--- src/rtl/aes_round0_stage.sv ---
// aes_round0_stage: registered AddRoundKey with round-0 key select, 2-entry skid buffer, tag and beat counter
// Define AES_ROUND0_PARITY_EN to add out_parity, the per-byte XOR reduction of OUT.
module aes_round0_stage #(
  parameter int BLOCK_LENGTH = 128,
  parameter int LANES = 1,
  parameter int TAG_W = 4,
  parameter int CNT_W = 16
) (
  input  logic                          clk,
  input  logic                          rst,
  input  logic                          in_valid,
  output logic                          in_ready,
  input  logic [LANES*BLOCK_LENGTH-1:0] IN,
  input  logic [2*BLOCK_LENGTH-1:0]     KEY,
  input  logic                          key_256,
  input  logic [TAG_W-1:0]              in_tag,
  output logic                          out_valid,
  input  logic                          out_ready,
  output logic [LANES*BLOCK_LENGTH-1:0] OUT,
  output logic                          out_key_256,
  output logic [TAG_W-1:0]              out_tag,
  output logic [CNT_W-1:0]              blk_count
`ifdef AES_ROUND0_PARITY_EN
  ,
  output logic [LANES*BLOCK_LENGTH/8-1:0] out_parity
`endif
);
  localparam int DW = LANES*BLOCK_LENGTH;
`ifdef AES_ROUND0_PARITY_EN
  localparam int PW = DW/8;
  localparam int BW = PW + 1 + TAG_W + DW;
`else
  localparam int BW = 1 + TAG_W + DW;
`endif
  logic [BLOCK_LENGTH-1:0] rk;
  logic [DW-1:0] xd;
  logic [BW-1:0] beat, m_q, m_d, s_q, s_d;
  logic mv_q, mv_d, sv_q, sv_d, acc, emit;
  logic [CNT_W-1:0] cnt_q;
  assign rk = key_256 ? KEY[2*BLOCK_LENGTH-1:BLOCK_LENGTH] : KEY[BLOCK_LENGTH-1:0];
  assign xd = IN ^ {LANES{rk}};
`ifdef AES_ROUND0_PARITY_EN
  logic [PW-1:0] par;
  always_comb begin
    par = '0;
    for (int j = 0; j < PW; j++) par[j] = ^xd[j*8 +: 8];
  end
  assign beat = {par, key_256, in_tag, xd};
  assign {out_parity, out_key_256, out_tag, OUT} = m_q;
`else
  assign beat = {key_256, in_tag, xd};
  assign {out_key_256, out_tag, OUT} = m_q;
`endif
  // in_ready depends only on registered skid state, never on out_ready
  assign in_ready = !sv_q && !rst;
  assign out_valid = mv_q;
  assign blk_count = cnt_q;
  assign acc = in_valid && in_ready;
  assign emit = mv_q && out_ready;
  always_comb begin
    m_d = m_q;
    s_d = s_q;
    mv_d = mv_q;
    sv_d = sv_q;
    if (emit && sv_q) begin
      m_d = s_q;
      sv_d = 1'b0;
    end else if (acc && (!mv_q || emit)) begin
      m_d = beat;
      mv_d = 1'b1;
    end else if (acc) begin
      s_d = beat;
      sv_d = 1'b1;
    end else if (emit) begin
      mv_d = 1'b0;
    end
  end
  always_ff @(posedge clk) begin
    if (rst) begin
      m_q <= '0;
      s_q <= '0;
      mv_q <= 1'b0;
      sv_q <= 1'b0;
      cnt_q <= '0;
    end else begin
      m_q <= m_d;
      s_q <= s_d;
      mv_q <= mv_d;
      sv_q <= sv_d;
      cnt_q <= cnt_q + CNT_W'(acc);
    end
  end
endmodule

--- config.mk ---
export PLATFORM = sky130hd
export DESIGN_NAME = aes_round0_stage
export DESIGN_NICKNAME = d
export VERILOG_FILES = /design/src/rtl/aes_round0_stage.sv
export SDC_FILE = /design/constraint.sdc
export NUM_CORES = 1
export LEC_CHECK = 0
export BUFFER_PORTS_ARGS = -buffer_cell sky130_fd_sc_hd__buf_2
export CORE_AREA = 8 8 208 210
export DETAILED_ROUTE_END_ITERATION = 8
export DIE_AREA = 0 0 216 218
export REMOVE_ABC_BUFFERS = 1
export SYNTH_ARGS = -nofsm -noshare
export SYNTH_HDL_FRONTEND = slang
export SYNTH_SLANG_ARGS = --single-unit
export TNS_END_PERCENT = 100
--- constraint.sdc ---
create_clock -name clk -period 2.6 [get_ports clk]
set_input_delay 0.39 -clock clk [delete_from_list [all_inputs] [get_ports clk]]
set_output_delay 0.39 -clock clk [all_outputs]
set_load 0.005 [all_outputs]
==> results.txt, run 1 <==
----------------------------------------------------
[Run status]
  Run status ... complete, no violations

[Worst setup path]
  Crit path kind ... register to register
  Launching element type of the critical path ... register
  Delay of the slowest cell on the worst path ... 0.50 ns
  Cell class contributing the biggest share of worst-path delay ... simple AND/OR/NAND/NOR gates
  Slowest stage cell on the critical path ... sky130_fd_sc_hd__or3b_1
  Data arrival time of the worst path ... ~2.7 ns
  Crit path cell chain ... or3b_1, inv_2, and2_1, ha_1, and4_1, nand2_1, or3_1, a21oi_1
  Maximum fanout along the worst path ... 8
  Required time reported for the critical path endpoint ... 3.07 ns
  Crit. End Element ... register
  Combined buffer and inverter count along the critical path ... 1

[Floorplanning]
  Core box area ... 40200 sq um
  Std cell rows ... 74
  Die height ... 218 microns
  Initial standard-cell utilization of the core ... 0.328
  Die area ... approximately 47000 sq um
  Floorplan die width ... 216 microns
  Count of boundary I/O pins ... 544

[Finish]
  Most common cell after layout, fill and taps aside ... sky130_fd_sc_hd__buf_2
  Layout-stage area growth over the synthesis result ... 32.2%
  Fill cell instance count of the final layout ... 3968
  Most frequent cells in the layout ... 541 x sky130_fd_sc_hd__buf_2, 284 x sky130_fd_sc_hd__dfxtp_1, 228 x sky130_fd_sc_hd__mux2i_1, 130 x sky130_fd_sc_hd__nand2_1, 129 x sky130_fd_sc_hd__a22oi_1
  Final cell area excluding filler cells ... between 15000 and 20000 sq um
  Nets ... 2314
  Multi-input logic area ... around 6700 sq um
  FF+latch area ... 5690 sq um
  Share of layout cells above drive strength 1 ... 0.318

[Detailed routing]
  Routed length per instance ... between 15 and 20 microns
  Number of DRC violations after detailed routing ... 0
  Post-DRT Antenna Nets ... 0
  Detailed-route wire length ... between 40 and 50 mm
  Post-DR vias/cell ... ~4.7
  1st-iter DRT viols ... 498
  Via total after detailed routing ... around 12000
  Drt first pass iters ... 5

[Clocking]
  Clk root buf ... sky130_fd_sc_hd__clkbuf_16
  Clock-pin transition on the worst setup and hold timing paths ... 0.06 ns
  Clock latency of the later-clocked register in the worst-skew pair ... 0.55 ns
  Resized Gates After CTS ... 0
  Number of buffers inserted to repair setup after CTS ... 0
  TritonCTS clock tree ... done
  Max H-tree Level ... 1
  Clock buffer count from CTS ... 30
  Maximum clock path buffer count ... 3
  CTS sink count ... around 280
  Quantity of hold-fixing buffers added after cts ... 0

[Synth]
  Yosys warns ... 0
  Register area share after synthesis ... 0.431
  Main synth FF type ... sky130_fd_sc_hd__dfxtp_1
  Synth cell types ... 32
  Asr flop ratio synth ... 0
  Mean instance size in the synthesized netlist ... slightly above 9 sq um
  Number of cells produced by synthesis ... 1416
  Yosys reg bits ... 284
  Synthesized cell area ... 13200 sq um
  Post-synth EDFFs ... 0

[Timing]
  Finish-stage setup viols ... 0
  Total count of hold-check failures in the final report ... 0
  Part of the cycle the worst path needs ... 0.865
  Fmax achieved ... approximately 0.44 GHz
  Measured slew at the worst slew-check pin ... 0.939 ns
  Final slew viol count ... 0
  Minimum period implied by the final worst setup slack ... 2.25 ns
  Unrepaired setup endpoints after global routing ... false
  Relative slew slack ... 0.374
  Worst hold margin ... 0.0762 ns
  Worst-case clock skew ... 0.0117 ns

[GRT]
  First-pass GRT wire length ... 64.5 mm
  Via count of the first global-routing pass ... ~12000
  Global route overflow ... 0
  Maximum number of pins on one net before global-route repair ... 129
  Antenna violations before repair ... 2
  Total Routing Usage GR ... 0.165

[Pwr]
  Clock power share ... 0.405
  Share of power burned in registers ... 0.452
  Leak pwr ... 7.78 nW
  Psw ... 2.60 mW
  Switching power share of the total ... 0.251
  Power density cells ... ~600 nW/um^2
  Internal power component ... slightly below 8 mW
  Peak supply drop ... 501 uV
  Sum of internal, switching and leakage power ... 10.4 mW
  Combinational cell fraction of total power ... 0.143

[Placed design]
  Port Buf Inserts ... 543
  Placement Cell Area ... about 16000 sq um
  Half-perimeter wire length after placement ... 30.5 mm
  Final RePlAce weighted congestion ... 0.860

[Flow run]
  Max-cap viol count ... 0

[Hold path]
  Worst hold path type ... primary input to register

----------------------------------------------------
worst register-to-register path, stage by stage (launching register included):
cell,delay [ns]
sky130_fd_sc_hd__dfxtp_1,0.37
sky130_fd_sc_hd__or3b_1,0.50
sky130_fd_sc_hd__inv_2,0.09
sky130_fd_sc_hd__and2_1,0.12
sky130_fd_sc_hd__ha_1,0.19
sky130_fd_sc_hd__and4_1,0.30
sky130_fd_sc_hd__nand2_1,0.10
sky130_fd_sc_hd__or3_1,0.35
sky130_fd_sc_hd__a21oi_1,0.15
cell usage after synthesis (2+ instances only):
cell type	n	area, sq um
sky130_fd_sc_hd__and3_1	2	12.5
sky130_fd_sc_hd__or3_1	3	18.8
sky130_fd_sc_hd__nand2b_1	2	12.5
sky130_fd_sc_hd__and2_1	3	18.8
sky130_fd_sc_hd__inv_1	101	379
sky130_fd_sc_hd__a21oi_1	39	195
sky130_fd_sc_hd__o21ai_0	104	521
sky130_fd_sc_hd__xnor2_1	29	254
sky130_fd_sc_hd__a22oi_1	129	968
sky130_fd_sc_hd__mux2i_1	228	2280
sky130_fd_sc_hd__ha_1	2	25.0
sky130_fd_sc_hd__xor2_1	110	963
sky130_fd_sc_hd__nor2b_1	103	644
sky130_fd_sc_hd__nand4_1	7	43.8
sky130_fd_sc_hd__buf_6	3	33.8
sky130_fd_sc_hd__clkbuf_1	56	210
sky130_fd_sc_hd__buf_1	5	18.8
sky130_fd_sc_hd__buf_4	8	60.1
sky130_fd_sc_hd__nand2_1	131	492
sky130_fd_sc_hd__and4_1	3	26.3
sky130_fd_sc_hd__nor2_1	18	67.6
sky130_fd_sc_hd__buf_2	24	120
sky130_fd_sc_hd__nand3_1	11	55.1
sky130_fd_sc_hd__dfxtp_1	284	5690
sky130_fd_sc_hd__a311oi_1	4	35.0
area by class of cell:
| type | count | share of cell area |
|---|---|---|
| repair buffers | 567 | 0.173 |
| clock inverters | 4 | 0.00258 |
| flip-flops and latches | 284 | 0.326 |
| clock buffers | 50 | 0.0532 |
| well taps | 532 | 0.0382 |
| inverters | 102 | 0.0220 |
| multi-input cells | 934 | 0.385 |
| diodes | 1 | 0.000143 |
registers in the layout (all words and copies together), names as in the netlist:
name / count
blk_count: 16
m_q: 133
s_q: 133
sv_q: 1
out_valid: 1
layer usage:
metal | track usage | routed length, microns | part of all wire | up-vias
li1 | - | - | - | 5810
met1 | 0.197 | 17300 | 0.42 | 5385
met2 | 0.293 | 20400 | 0.49 | 366
met3 | 0.0448 | 2970 | 0.072 | 38
met4 | 0.0363 | 654 | 0.016 | 0
met5 | 0 | 0 | 0 | -
path summary, 6_finish.rpt:
check	start	to	slack, ns	cells past startpoint
max	sv_q	blk_count[14]	0.35	8
min	rst	s_q[123]	0.08	2
max reg2reg	sv_q	blk_count[14]	0.35	8
min reg2reg	s_q[114]	s_q[114]	0.45	2
metrics by stage:
stage,utilization,setup slack (ns),TNS (ns),std cells
floorplan,-,-3.46,-599.37,1320
global placement,0.410,0.240,0,2419
global route,0.434,0.246,0,2474
detailed placement,0.410,0.263,0,2419
finish,0.434,0.351,0,2474
CTS,0.434,0.372,0,2473
cell families (layout without fill, tap and decap cells):
logic type / after synthesis / after routing / synth area share
xor gates and xnor gates: 139 / 139 / 0.0923
and+or+nand+nor: 288 / 288 / 0.108
muxes: 229 / 229 / 0.174
adders and majority gates: 2 / 2 / 0.00190
other: 0 / 1 / 0
buffers and inverters: 198 / 723 / 0.0626
DFF: 284 / 284 / 0.431
AOI/OAI and AO/OA: 276 / 276 / 0.130
power groups by stage:
stage / clock [mW] / combinational (mW) / sequential (mW)
finish: 4.20 / 1.48 / 4.69
global route: 4.50 / 1.64 / 4.71
CTS: 4.33 / 1.52 / 4.68
detailed placement: 0 / 1.51 / 4.78
global placement: 0 / 1.49 / 4.77
floorplan: 0 / 0.627 / 4.78
Power figures use the tool's default switching activity.
==> run 2: changes to the inputs <==
CORE_AREA = 2 2 214 216   (was 8 8 208 210)
==> run 2 against run 1 <==
Against the previous run: via count increased by 0.15%; power increased by 4.4%; fmax increased by 4.6%; final cell count increased by 3.2%; routed wire length decreased by 4.4%; critical endpoint is now m_q[34]; largest cell class unchanged; highest routed layer unchanged.
==> results.txt, run 2 (same netlist as run 1, synthesis figures left out) <==
----------------------------------------------------
[Worst setup path]
  Delay of the slowest cell on the worst path ... 0.64 ns (was 0.50 ns)
  Required time reported for the critical path endpoint ... 3.08 ns (was 3.07 ns)
  Crit path cell chain ... buf_4, mux2_2, a21oi_4, buf_4, a22oi_1, o21ai_0 (was or3b_1, inv_2, and2_1, ha_1, and4_1, nand2_1, or3_1, a21oi_1)
  Slowest stage cell on the critical path ... sky130_fd_sc_hd__buf_4 (was sky130_fd_sc_hd__or3b_1)
  Crit. End Element ... register (unchanged)
  Crit path kind ... register to register (unchanged)
  Maximum fanout along the worst path ... 63 (was 8)
  Data arrival time of the worst path ... 2.63 ns (was 2.72 ns)
  Launching element type of the critical path ... register (unchanged)
  Crit-path most repeated cell ... sky130_fd_sc_hd__buf_4

[Clocking]
  Max H-tree Level ... 1 (unchanged)
  Clock-pin transition on the worst setup and hold timing paths ... 0.06 ns (about the same)
  Quantity of hold-fixing buffers added after cts ... 0 (unchanged)
  Maximum clock path buffer count ... 3 (unchanged)
  TritonCTS clock tree ... done (unchanged)
  Number of buffers inserted to repair setup after CTS ... 0 (unchanged)
  Clk root buf ... sky130_fd_sc_hd__clkbuf_16 (unchanged)
  CTS sink count ... 284 (unchanged)
  Resized Gates After CTS ... 0 (unchanged)
  Clock buffer count from CTS ... 30 (unchanged)
  Clock latency of the later-clocked register in the worst-skew pair ... 0.56 ns (was 0.55 ns)

[Timing]
  Final slew viol count ... 0 (unchanged)
  Worst hold margin ... 0.0970 ns (was 0.0762 ns)
  Relative slew slack ... 0.446 (was 0.374)
  Fmax achieved ... 0.465 GHz (was 0.445 GHz)
  Total count of hold-check failures in the final report ... 0 (unchanged)
  Worst-case clock skew ... 0.00708 ns (was 0.0117 ns)
  Finish-stage setup viols ... 0 (unchanged)
  Unrepaired setup endpoints after global routing ... false (unchanged)
  Crit path setup slack, layout ... 0.450 ns (was 0.351 ns)
  Measured slew at the worst slew-check pin ... 0.830 ns (was 0.939 ns)
  Minimum period implied by the final worst setup slack ... 2.15 ns (was 2.25 ns)
  Post-route setup TNS ... 0 ns (unchanged)
  Part of the cycle the worst path needs ... 0.827 (was 0.865)

[Detailed routing]
  Detailed-route wire length ... 39.5 mm (was 41.3 mm)
  Post-DRT Antenna Nets ... 0 (unchanged)
  Drt first pass iters ... 5 (unchanged)
  Number of DRC violations after detailed routing ... 0 (unchanged)
  Routed length per instance ... 15.5 microns (was 16.7 microns)
  1st-iter DRT viols ... 551 (was 498)
  Via total after detailed routing ... 11600 (about the same)
  Post-DR vias/cell ... 4.55 (was 4.69)

[Run status]
  Run status ... complete, no violations (unchanged)

[Finish]
  Inserted Diodes ... 0 (was 1)
  Most frequent cells in the layout ... 541 x sky130_fd_sc_hd__buf_2, 284 x sky130_fd_sc_hd__dfxtp_1, 228 x sky130_fd_sc_hd__mux2i_1, 130 x sky130_fd_sc_hd__nand2_1, 129 x sky130_fd_sc_hd__a22oi_1 (unchanged)
  Most common cell after layout, fill and taps aside ... sky130_fd_sc_hd__buf_2 (unchanged)
  Final non-filler cell total ... 2554 (was 2474)
  Nets ... 2325 (was 2314)
  Share of layout cells above drive strength 1 ... 0.327 (was 0.318)
  Layout-stage area growth over the synthesis result ... 34.5% (was 32.2%)

[Placed design]
  Placed Cells ... 2498 (was 2419)
  Port Buf Inserts ... 543 (unchanged)
  Final RePlAce weighted congestion ... 0.818 (was 0.860)
  Worst slack, placed ... 0.261 ns (was 0.263 ns)
  Half-perimeter wire length after placement ... 27.9 mm (was 30.5 mm)

[Floorplanning]
  Core box area ... 44900 sq um (was 40200 sq um)
  Floorplan die width ... 216 microns (unchanged)
  Count of boundary I/O pins ... 544 (unchanged)
  Std cell rows ... 78 (was 74)
  Initial standard-cell utilization of the core ... 0.294 (was 0.328)
  Die height ... 218 microns (unchanged)
  Die area ... 47100 sq um (unchanged)

[GRT]
  Via count of the first global-routing pass ... 11500 (was 12100)
  Antenna violations before repair ... 0 (was 2)
  Total Routing Usage GR ... 0.160 (was 0.165)
  Global route overflow ... 0 (unchanged)
  First-pass GRT wire length ... 60.8 mm (was 64.5 mm)
  Maximum number of pins on one net before global-route repair ... 159 (was 129)

[Pwr]
  Power density cells ... 610 nW/um^2 (was 595 nW/um^2)
  Leak pwr ... 7.91 nW (was 7.78 nW)
  Peak supply drop ... 373 uV (was 501 uV)

[Flow run]
  Max-cap viol count ... 0 (unchanged)

[Hold path]
  Worst hold path type ... primary input to register (unchanged)

----------------------------------------------------
-- run 2: critical path: cells and delay by family (launching register included) --
family	cells	cell delay [ns]
compound gates	3	0.52
flops	1	0.32
mux	1	0.36
buf+inv	2	0.78
-- run 2: routing by layer --
layer	track usage	up-vias	wire length [microns]
met5	0	-	0
met1	0.188	5370	16200
met2	0.293	372	19700
met4	0.0438	0	920
met3	0.0322	54	2630
li1	-	5820	-
-- run 2: power by group --
group	internal, mW	switching, mW
registers	4.57	0.114
clock network	2.85	1.80
logic	0.707	0.790
-- run 2: through the flow --
step	utilization	instance area (sq um)	power, mW
after global placement	0.371	16700	6.26
after floorplan	-	12800	5.41
after detailed placement	0.371	16700	6.30
after CTS	0.395	17700	11.0
final	0.395	17700	10.8
after global routing	0.395	17700	11.3
-- run 2: worst paths after layout --
kind	startpoint	end	slack, ns	depth (start not counted)
min	in_tag[3]	s_q[131]	0.1	3
max	sv_q	m_q[34]	0.45	6
max reg2reg	sv_q	m_q[34]	0.45	6
min reg2reg	s_q[111]	s_q[111]	0.45	2
-- run 2: cell type report --
type	count	area (sq um)
fillers	4507	27100
inverters	102	383
well taps	600	751
clock buffers	44	925
repair buffers	578	3130
multi-input cells	934	6710
flip-flops and latches	284	5690
clock inverters	12	165
==> run 3: changes to the inputs <==
ABC_AREA = 1   (was default)
CORE_AREA = 2 2 213 215   (was 2 2 214 216)
DIE_AREA = 0 0 215 217   (was 0 0 216 218)
clock period = 2.01 ns   (was 2.6 ns; I/O delays follow)
==> run 3 against run 2 <==
Against the previous run: global-route usage rose by 5.0 points; largest cell class unchanged; first-iteration DRC count rose by 94%; non-clock buffer count increased by 9; core utilization grew 7.1 points.
==> results.txt, run 3 <==
----------------------------------------------------
[Floorplanning]
  Floorplan die width ... 215 microns (was 216 microns)
  Die height ... 217 microns (was 218 microns)
  Core box area ... 44700 sq um (was 44900 sq um)
  Count of boundary I/O pins ... 544 (unchanged)
  Std cell rows ... 78 (unchanged)
  Initial standard-cell utilization of the core ... 0.371 (was 0.294)
  Die area ... 46700 sq um (was 47100 sq um)

[Clocking]
  Quantity of hold-fixing buffers added after cts ... 0 (unchanged)
  Clock latency of the later-clocked register in the worst-skew pair ... 0.50 ns (was 0.56 ns)
  Clock buffer count from CTS ... 34 (was 30)
  Resized Gates After CTS ... 0 (unchanged)
  Clk root buf ... sky130_fd_sc_hd__clkbuf_16 (unchanged)
  TritonCTS clock tree ... done (unchanged)
  CTS sink count ... 284 (unchanged)
  Max H-tree Level ... 2 (was 1)
  Number of buffers inserted to repair setup after CTS ... 0 (unchanged)
  Maximum clock path buffer count ... 3 (unchanged)
  Clock-pin transition on the worst setup and hold timing paths ... 0.06 ns (about the same)

[Pwr]
  Leak pwr ... 11.1 nW (was 7.91 nW)
  Peak supply drop ... 352 uV (was 373 uV)
  Power density cells ... 688 nW/um^2 (was 610 nW/um^2)

[Detailed routing]
  Post-DR vias/cell ... 4.76 (was 4.55)
  1st-iter DRT viols ... 1069 (was 551)
  Number of DRC violations after detailed routing ... 0 (unchanged)
  Detailed-route wire length ... 50.7 mm (was 39.5 mm)
  Routed length per instance ... 13.6 microns (was 15.5 microns)
  Post-DRT Antenna Nets ... 0 (unchanged)
  Via total after detailed routing ... 17700 (was 11600)
  Drt first pass iters ... 5 (unchanged)

[Run status]
  Run status ... complete, no violations (unchanged)

[Synth]
  Count leader, synth ... sky130_fd_sc_hd__nand2_1 (was sky130_fd_sc_hd__dfxtp_1)
  Number of cells produced by synthesis ... 2639 (was 1416)
  Biggest area contributors in the synthesized netlist ... sky130_fd_sc_hd__dfxtp_1 34%, sky130_fd_sc_hd__nand2_1 14%, sky130_fd_sc_hd__nor2_1 8.1% (was sky130_fd_sc_hd__dfxtp_1 43%, sky130_fd_sc_hd__mux2i_1 17%, sky130_fd_sc_hd__a22oi_1 7.3%)
  Proportion of netlist area held by the largest area contributor ... 0.342 (was 0.431)
  Main synth FF type ... sky130_fd_sc_hd__dfxtp_1 (unchanged)
  Synth cell types ... 33 (was 32)
  Yosys reg bits ... 284 (unchanged)
  Yosys warns ... 0 (unchanged)
  Asr flop ratio synth ... 0 (unchanged)
  Synthesized cell area ... 16600 sq um (was 13200 sq um)
  Mean instance size in the synthesized netlist ... 6.29 sq um (was 9.32 sq um)
  Synth cell count leaders ... 638 x sky130_fd_sc_hd__nand2_1, 357 x sky130_fd_sc_hd__nor2_1, 284 x sky130_fd_sc_hd__dfxtp_1 (was 284 x sky130_fd_sc_hd__dfxtp_1, 228 x sky130_fd_sc_hd__mux2i_1, 131 x sky130_fd_sc_hd__nand2_1)
  Dominant cell type by area after synthesis ... sky130_fd_sc_hd__dfxtp_1 (unchanged)
  Post-synth EDFFs ... 0 (unchanged)
  Register area share after synthesis ... 0.342 (was 0.431)

[Timing]
  Unrepaired setup endpoints after global routing ... false (unchanged)
  Relative slew slack ... 0.574 (was 0.446)
  Fmax achieved ... 0.568 GHz (was 0.465 GHz)
  Measured slew at the worst slew-check pin ... 0.639 ns (was 0.830 ns)
  Worst hold margin ... 0.0817 ns (was 0.0970 ns)
  Part of the cycle the worst path needs ... 0.876 (was 0.827)
  Finish-stage setup viols ... 0 (unchanged)
  Minimum period implied by the final worst setup slack ... 1.76 ns (was 2.15 ns)
  Final slew viol count ... 0 (unchanged)
  Total count of hold-check failures in the final report ... 0 (unchanged)
  Worst-case clock skew ... 0.0127 ns (was 0.00708 ns)

[Finish]
  Most common cell after layout, fill and taps aside ... sky130_fd_sc_hd__nand2_1 (was sky130_fd_sc_hd__buf_2)
  Share of layout cells above drive strength 1 ... 0.259 (was 0.327)
  Nets ... 3500 (was 2325)
  Most frequent cells in the layout ... 638 x sky130_fd_sc_hd__nand2_1, 541 x sky130_fd_sc_hd__buf_2, 357 x sky130_fd_sc_hd__nor2_1, 284 x sky130_fd_sc_hd__dfxtp_1, 281 x sky130_fd_sc_hd__inv_1 (was 541 x sky130_fd_sc_hd__buf_2, 284 x sky130_fd_sc_hd__dfxtp_1, 228 x sky130_fd_sc_hd__mux2i_1, 130 x sky130_fd_sc_hd__nand2_1, 129 x sky130_fd_sc_hd__a22oi_1)
  Layout-stage area growth over the synthesis result ... 25.5% (was 34.5%)
  Final cell area excluding filler cells ... 20800 sq um (was 17700 sq um)
  Share of the core filled with cells in the final layout ... 0.466 (was 0.395)

[GRT]
  Global route overflow ... 0 (unchanged)
  Total Routing Usage GR ... 0.209 (was 0.160)
  Antenna violations before repair ... 6 (was 0)
  Maximum number of pins on one net before global-route repair ... 75 (was 159)
  First-pass GRT wire length ... 81.1 mm (was 60.8 mm)
  Via count of the first global-routing pass ... 16500 (was 11500)

[Placed design]
  Half-perimeter wire length after placement ... 37.1 mm (was 27.9 mm)
  Port Buf Inserts ... 543 (unchanged)
  Placement Cell Area ... 19800 sq um (was 16700 sq um)
  Final RePlAce weighted congestion ... 0.863 (was 0.818)

[Worst setup path]
  Data arrival time of the worst path ... 2.12 ns (was 2.63 ns)
  Required time reported for the critical path endpoint ... 2.37 ns (was 3.08 ns)
  Launching element type of the critical path ... register (unchanged)
  Endpoint of the worst setup timing path ... m_q[125] (was m_q[34])
  Worst setup slack for register-to-register paths ... 0.25 ns (was 0.45 ns)
  Worst flop-to-flop path endpoint ... m_q[125] (was m_q[34])
  Crit. End Element ... register (unchanged)
  Crit path kind ... register to register (unchanged)
  Logic depth of the worst register-to-register path ... 9 (was 6)
  Critical R2R Launch ... sv_q (unchanged)
  Worst setup path startpoint ... sv_q (unchanged)
  Maximum fanout along the worst path ... 46 (was 63)

[Hold path]
  Worst hold path type ... primary input to register (unchanged)

[Flow run]
  Max-cap viol count ... 0 (unchanged)

----------------------------------------------------
-- run 3: cell count changes in the layout (fill, tap and decap cells not counted), moves of 133 or more --
cell                      delta
sky130_fd_sc_hd__nor2_1    +340
sky130_fd_sc_hd__mux2i_1   -228
sky130_fd_sc_hd__nand2_1   +508
sky130_fd_sc_hd__nand3_1   +207
sky130_fd_sc_hd__inv_1     +180
sky130_fd_sc_hd__o21ai_0   +133
-- run 3: power by group --
| part | switching (mW) | internal (mW) | leakage (nW) |
|---|---|---|---|
| clock network | 2.36 | 3.56 | 0.529 |
| logic | 1.43 | 1.01 | 8.29 |
| registers | 0.116 | 5.87 | 2.31 |
-- run 3: critical path, stage by stage, from the launching register on --
cell	delay (ns)
sky130_fd_sc_hd__dfxtp_1	0.37
sky130_fd_sc_hd__nor2_4	0.16
sky130_fd_sc_hd__nand2_2	0.09
sky130_fd_sc_hd__inv_4	0.11
sky130_fd_sc_hd__nand2_8	0.23
sky130_fd_sc_hd__buf_12	0.31
sky130_fd_sc_hd__nand3_1	0.09
sky130_fd_sc_hd__nand2_1	0.06
sky130_fd_sc_hd__nor2_1	0.09
sky130_fd_sc_hd__nor2_1	0.05
-- run 3: cell type report --
class                           count  area, sq um
Antenna cell                        4         10.0
Clock buffer                       52         1040
Clock inverter                      6         32.5
Fill cell                        4667        23900
Inverter                          286         1090
Multi-Input combinational cell   1912         8930
Sequential cell                   284         5690
Tap cell                          600          751
Timing Repair Buffer              587         3300
-- run 3: logic make-up (layout without fill, tap and decap cells) --
family / Yosys count / count (layout) / synth area share
other: 0 / 4 / 0
buffers and inverters: 443 / 931 / 0.121
XOR/XNOR: 2 / 2 / 0.00106
adder cells (fa/ha/maj): 2 / 2 / 0.00151
flip-flops: 284 / 284 / 0.342
AO/OA/AOI/OAI: 418 / 418 / 0.127
AND/OR/NAND/NOR: 1490 / 1490 / 0.407
-- run 3: layer usage --
layer | routed length (microns) | GRT usage | vias up
met5 | 27 | 0 | -
met4 | 1530 | 0.0674 | 4
met3 | 3460 | 0.0461 | 82
met2 | 24000 | 0.369 | 469
met1 | 21700 | 0.253 | 7981
li1 | - | - | 9213
-- run 3: how the worst min path moves through the flow --
stage                          from       endpoint  depth (start not counted)  slack (ns)
after CTS                 in_tag[0]       s_q[128]                          3        0.05
after detailed placement   m_q[130]       m_q[130]                          2        0.45
after global placement     s_q[132]       s_q[132]                          2        0.44
final                     in_tag[3]       s_q[131]                          3        0.08
after global routing      in_tag[0]       s_q[128]                          3        0.07
after floorplan                 rst  blk_count[11]                          1        0.37
-- run 3: metrics by stage --
step | setup TNS, ns | worst slack [ns] | instances | power [mW]
after floorplan | -272.63 | -1.88 | 2482 | 7.36
after global placement | 0 | 0.238 | 3669 | 8.48
after detailed placement | 0 | 0.229 | 3669 | 8.56
after CTS | 0 | 0.254 | 3727 | 14.6
after global routing | 0 | 0.00483 | 3730 | 15.1
final | 0 | 0.248 | 3731 | 14.3
